File: src/rtl/memory_stage.sv
// memory_stage: MEM pipeline stage. Registers the EX/MEM bundle into MEM/WB,
// runs loads/stores over a req/ack data port, stalls upstream while an access
// is outstanding, and exports combinational forwarding for the incoming
// instruction.
//
// Handshake: mem_req rises on the edge that accepts an aligned access and stays
// high, with we/addr/be/wdata frozen, until the edge that samples mem_ack=1.
// mem_ack is a single-cycle pulse; it is only honoured in ACCESS. Upstream must
// hold ex_mem_* whenever mem_stall=1; those held inputs are taken in the first
// IDLE cycle after the ack.
module memory_stage #(
  parameter int ADDR_W = 32
) (
  input  logic              clock,
  input  logic              reset,
  input  logic [4:0]        ex_mem_regdest,
  input  logic              ex_mem_writereg,
  input  logic [31:0]       ex_mem_wbvalue,
  input  logic [31:0]       ex_mem_wdata,
  input  logic              ex_mem_readmem,
  input  logic              ex_mem_writemem,
  input  logic [1:0]        ex_mem_size,
  input  logic              ex_mem_signext,
  output logic              mem_req,
  output logic              mem_we,
  output logic [ADDR_W-1:0] mem_addr,
  output logic [31:0]       mem_wdata,
  output logic [3:0]        mem_be,
  input  logic [31:0]       mem_rdata,
  input  logic              mem_ack,
  output logic              mem_stall,
  output logic              mem_misaligned,
  output logic [4:0]        mem_wb_regdest,
  output logic              mem_wb_writereg,
  output logic [31:0]       mem_wb_wbvalue,
  output logic              mem_fw_writereg,
  output logic [4:0]        mem_fw_regdest,
  output logic [31:0]       mem_fw_wbvalue
);

  typedef enum logic {
    IDLE   = 1'b0,
    ACCESS = 1'b1
  } state_t;

  state_t state_q, state_d;

  logic              req_q, req_d;
  logic              we_q, we_d;
  logic [ADDR_W-1:0] addr_q, addr_d;
  logic [31:0]       wdata_q, wdata_d;
  logic [3:0]        be_q, be_d;
  logic              misaligned_q, misaligned_d;
  logic [4:0]        wb_regdest_q, wb_regdest_d;
  logic              wb_writereg_q, wb_writereg_d;
  logic [31:0]       wb_wbvalue_q, wb_wbvalue_d;
  logic [4:0]        lat_regdest_q, lat_regdest_d;
  logic              lat_writereg_q, lat_writereg_d;
  logic [1:0]        lat_size_q, lat_size_d;
  logic              lat_signext_q, lat_signext_d;
  logic [1:0]        lat_a_q, lat_a_d;

  // Decoded view of the incoming access.
  logic [1:0]  in_a;
  logic        in_is_mem;
  logic        in_mis;
  logic [3:0]  in_be;
  logic [31:0] in_wdata;

  // Load data extracted from the ack-cycle read data.
  logic [7:0]  rd_byte;
  logic [15:0] rd_half;
  logic [31:0] load_val;

  // Lane decode: byte enables, misalignment and replicated store data.
  always_comb begin
    in_a      = ex_mem_wbvalue[1:0];
    in_is_mem = ex_mem_readmem | ex_mem_writemem;
    in_mis    = 1'b0;
    in_be     = 4'b1111;
    in_wdata  = ex_mem_wdata;
    case (ex_mem_size)
      2'b00: begin
        in_be    = 4'b0001 << in_a;
        in_wdata = {4{ex_mem_wdata[7:0]}};
      end
      2'b01: begin
        in_mis   = in_a[0];
        in_be    = in_a[1] ? 4'b1100 : 4'b0011;
        in_wdata = {2{ex_mem_wdata[15:0]}};
      end
      default: begin
        in_mis   = |in_a;
        in_be    = 4'b1111;
        in_wdata = ex_mem_wdata;
      end
    endcase
  end

  // Pick the addressed byte/half out of the read word and extend it.
  always_comb begin
    rd_byte  = mem_rdata[{lat_a_q, 3'b000} +: 8];
    rd_half  = lat_a_q[1] ? mem_rdata[31:16] : mem_rdata[15:0];
    load_val = mem_rdata;
    case (lat_size_q)
      2'b00:   load_val = {{24{lat_signext_q & rd_byte[7]}}, rd_byte};
      2'b01:   load_val = {{16{lat_signext_q & rd_half[15]}}, rd_half};
      default: load_val = mem_rdata;
    endcase
  end

  // Next-state and next-register logic; MEM/WB defaults to a bubble.
  always_comb begin
    state_d        = state_q;
    req_d          = req_q;
    we_d           = we_q;
    addr_d         = addr_q;
    wdata_d        = wdata_q;
    be_d           = be_q;
    misaligned_d   = 1'b0;
    wb_regdest_d   = 5'd0;
    wb_writereg_d  = 1'b0;
    wb_wbvalue_d   = 32'd0;
    lat_regdest_d  = lat_regdest_q;
    lat_writereg_d = lat_writereg_q;
    lat_size_d     = lat_size_q;
    lat_signext_d  = lat_signext_q;
    lat_a_d        = lat_a_q;
    case (state_q)
      IDLE: begin
        if (in_is_mem && !in_mis) begin
          lat_regdest_d  = ex_mem_regdest;
          lat_writereg_d = ex_mem_writereg;
          lat_size_d     = ex_mem_size;
          lat_signext_d  = ex_mem_signext;
          lat_a_d        = in_a;
          req_d          = 1'b1;
          we_d           = ex_mem_writemem;
          addr_d         = {ex_mem_wbvalue[ADDR_W-1:2], 2'b00};
          be_d           = in_be;
          wdata_d        = in_wdata;
          state_d        = ACCESS;
        end else if (in_is_mem) begin
          // Misaligned: drop the access, leave a bubble, raise the flag.
          misaligned_d = 1'b1;
        end else begin
          wb_regdest_d  = ex_mem_regdest;
          wb_writereg_d = ex_mem_writereg;
          wb_wbvalue_d  = ex_mem_wbvalue;
        end
      end
      ACCESS: begin
        if (mem_ack) begin
          req_d   = 1'b0;
          state_d = IDLE;
          if (!we_q) begin
            wb_regdest_d  = lat_regdest_q;
            wb_writereg_d = lat_writereg_q;
            wb_wbvalue_d  = load_val;
          end
        end
      end
      default: state_d = IDLE;
    endcase
  end

  // State and pipeline registers with asynchronous reset.
  always_ff @(posedge clock or posedge reset) begin
    if (reset) begin
      state_q        <= IDLE;
      req_q          <= 1'b0;
      we_q           <= 1'b0;
      addr_q         <= '0;
      wdata_q        <= 32'd0;
      be_q           <= 4'd0;
      misaligned_q   <= 1'b0;
      wb_regdest_q   <= 5'd0;
      wb_writereg_q  <= 1'b0;
      wb_wbvalue_q   <= 32'd0;
      lat_regdest_q  <= 5'd0;
      lat_writereg_q <= 1'b0;
      lat_size_q     <= 2'd0;
      lat_signext_q  <= 1'b0;
      lat_a_q        <= 2'd0;
    end else begin
      state_q        <= state_d;
      req_q          <= req_d;
      we_q           <= we_d;
      addr_q         <= addr_d;
      wdata_q        <= wdata_d;
      be_q           <= be_d;
      misaligned_q   <= misaligned_d;
      wb_regdest_q   <= wb_regdest_d;
      wb_writereg_q  <= wb_writereg_d;
      wb_wbvalue_q   <= wb_wbvalue_d;
      lat_regdest_q  <= lat_regdest_d;
      lat_writereg_q <= lat_writereg_d;
      lat_size_q     <= lat_size_d;
      lat_signext_q  <= lat_signext_d;
      lat_a_q        <= lat_a_d;
    end
  end

  // Registered outputs, stall from state, and forwarding of the incoming op.
  always_comb begin
    mem_req         = req_q;
    mem_we          = we_q;
    mem_addr        = addr_q;
    mem_wdata       = wdata_q;
    mem_be          = be_q;
    mem_misaligned  = misaligned_q;
    mem_stall       = (state_q == ACCESS);
    mem_wb_regdest  = wb_regdest_q;
    mem_wb_writereg = wb_writereg_q;
    mem_wb_wbvalue  = wb_wbvalue_q;
    mem_fw_writereg = ex_mem_writereg & ~ex_mem_readmem & (state_q == IDLE);
    mem_fw_regdest  = ex_mem_regdest;
    mem_fw_wbvalue  = ex_mem_wbvalue;
  end

endmodule

File: config.mk
export PLATFORM = sky130hd
export DESIGN_NAME = memory_stage
export DESIGN_NICKNAME = d
export VERILOG_FILES = /design/src/rtl/memory_stage.sv
export SDC_FILE = /design/constraint.sdc
export NUM_CORES = 1
export LEC_CHECK = 0
export ABC_AREA = 1
export CORE_MARGIN = 2
export CORE_UTILIZATION = 42
export DETAILED_ROUTE_END_ITERATION = 12
export MAX_ROUTING_LAYER = met4
export PLACE_DENSITY = 0.8
export SLEW_MARGIN = 20
export SYNTH_ARGS = -nofsm -noshare
export SYNTH_HDL_FRONTEND = slang
export SYNTH_SLANG_ARGS = --single-unit
File: constraint.sdc
create_clock -name clock -period 5.65 [get_ports clock]
set_clock_uncertainty 0.2 [all_clocks]
set_input_delay 1.13 -clock clock [delete_from_list [all_inputs] [get_ports clock]]
set_output_delay 1.13 -clock clock [all_outputs]
set_load 0.1 [all_outputs]
==> metrics.cfg <==
[status]
status = finished, final reports clean

[clock_network]
cts_hold_buffers = 0
cts_sinks = 119
numCtsBuffers = 17
worstSkewPairLatency_ps = 410
cts_resized = 0
clockRootBuffer = clkbuf_16
h-tree-depth = 4
cts_tree = done
post_cts_buffers = 0
clockBufferDepth = 2
clk_pin_slew_worst_paths_ps = 50

[finish]
layout_common_cells = nand2_1 (343), clkdlybuf4s50_1 (254), dfrtp_1 (119), o21ai_0 (67), nor2_1 (39)
layout-drive-gt1-share_pct = 6.082
final_common_cell = nand2_1
nNetsFinal = 1068
area_delta_synth_final_pct = 50.48
nFillCells = 1192
post-route-util_pct = 63.86
diodes = 0

[global_routing]
grt_pass1_wl_mm = 26.97
grt_usage_pct = 24.33
antenna_found_initial = 0
grt_pass1_vias = 5265
grt_max_degree = 116
grt-ovfl-total = 0

[timing]
rsz0062_at_grt = false
setup_slack_ps = 1441
slew_headroom_pct = 27.22
tns_ps = 0
period_minus_slack_ps = 4209
setup_viol = 0
slew_viol_final = 0
max_slew.worst_pin.slew_ps = 1092
max_freq_mhz = 237.6
finalCritPeriodShare_pct = 74.50
finalHoldViolations = 0

[floorplan]
fp.dieH_um = 121.7
std_cell_rows = 43
die_area_um2 = 14820
die_w_um = 121.7
initial_core_util_pct = 42.44
io_pins = 258
core_um2 = 13720

[route]
wl_mm = 17.72
drcViolationCount = 0
dr.pass1.iters = 5
wl_per_cell_um = 15.40
drtIter0Drc = 389
via_count = 5550
viasPerCell = 4.826
postRouteAntennaNets = 0

[worst_setup_path]
arrival_ps = 2880
crit_buf_inv = 2
cp-end-kind = output pin
path_depth = 2
cpPeakStageDelay_ps = 1170
cp-start-kind = primary input
crit_slowest_cell = clkdlybuf4s50_1
worstPathRequired_ps = 4320
cpLargestDelayFamily = buffers and inverters
path_cells = clkdlybuf4s50_1 > clkdlybuf4s50_1
cp_max_fo = 5
reg2reg_depth = 6
cpMostUsedCell = clkdlybuf4s50_1
crit_type = in2out

[placed_design]
pre_cts_ws_ps = 1454
gp_congestion = 0.8583
port_buffers = 255
dp_hpwl_mm = 12.56

[synthesis]
yosys.cell_types.count = 26
synthCells = 752
netlist_area_um2 = 5822
yosysSeqAreaShare_pct = 51.15
ys_ff_latch = 119
syn_avg_cell_area_um2 = 7.742
yosysWarnings = 0

[power]
power.leakage_nw = 4.291
power_density_nw_per_um2 = 537.3
peakVddDrop_mv = 0.3265

[min_path]
hp-class = reg2reg
min_delay_path_depth = 2

[run]
maxCapViolations = 0

-- worst paths after layout --
kind	startpoint	endpoint	slack (ps)
worst max-delay path	ex_mem_wbvalue[0]	mem_fw_wbvalue[0]	1440
worst min-delay path	mem_addr[23]$_DFFE_PP0P_	mem_addr[23]$_DFFE_PP0P_	280
worst max register to register	mem_stall$_DFF_PP0_	mem_wb_wbvalue[29]$_DFF_PP0_	3230
worst min register to register	mem_addr[23]$_DFFE_PP0P_	mem_addr[23]$_DFFE_PP0P_	280
max in group asynchronous	reset	lat_writereg_q$_DFFE_PP0P_	3380
min in group asynchronous	reset	mem_wdata[25]$_DFFE_PP0P_	860
-- power breakdown --
part           switching (mW)  total [mW]  internal (mW)
Sequential              0.129        1.18           1.05
Clock                   0.391        1.13          0.735
Combinational            1.88        2.40          0.529
Total                    2.40        4.71           2.31
-- flip-flops by register name (all words and copies together) (netlist names), 2 cells and up --
register and cells:
lat_a_q 2, mem_be 4, mem_wb_regdest 5, mem_addr 30
lat_regdest_q 5, mem_wb_wbvalue 32, lat_size_q 2, mem_wdata 32
-- layout make-up --
cell class                      instances  area (µm²)  share of cell area, %
Tap cell                              180       225.2                  2.571
Timing Repair Buffer                  259        2580                  29.45
Sequential cell                       119        2978                  33.99
Inverter                               41       166.4                  1.899
Clock inverter                         12       177.7                  2.028
Clock buffer                           19       432.9                  4.941
Multi-Input combinational cell        520        2201                  25.12
-- layer usage --
metal	track usage, %	part of all wire [%]	wire length [µm]	vias to the layer above
li1	-	-	-	2697
met1	30.87	42	7458	2581
met2	38.20	48	8557	248
met3	6.086	7.6	1343	24
met4	8.405	2.0	356	0
met5	-	0	0	-
-- through the flow --
step	total power [mW]	std cells	hold slack (ps)	instance area, µm²
after detailed placement	3.589	1119	263.9	8150
after global routing	4.882	1150	295.8	8761
final	4.707	1150	275.5	8761
after CTS	4.729	1150	277.3	8761
after floorplan	3.018	753	253.4	5826
after global placement	3.571	1119	258.6	8150
-- cell families after synthesis --
kind of cell           after synthesis  share of synthesized area (%)
AND/OR/NAND/NOR                    422                          29.25
flip-flops                         119                          51.15
buffers and inverters              114                          11.20
AO/OA/AOI/OAI                       96                          8.339
other                                1                        0.06441
-- synth_stat cells, drive strengths merged --
library cell	instances	area share [%]
conb	1	0.064
a211oi	2	0.26
dfrtp	119	51
nand2	358	24
a21oi	20	1.7
buf	59	7.5
nor3	2	0.17
nand3	20	1.9
o21ai	74	6.4
inv	41	2.8
nor2	42	3.1
clkbuf	14	0.92
-- worst register-to-register path, delay by kind of cell, from the launching register on --
family        cells  cell delay (ps)
buf+inv           1              560
simple gates      5             1150
flops             1              440
(Power assumes the default switching activity.)
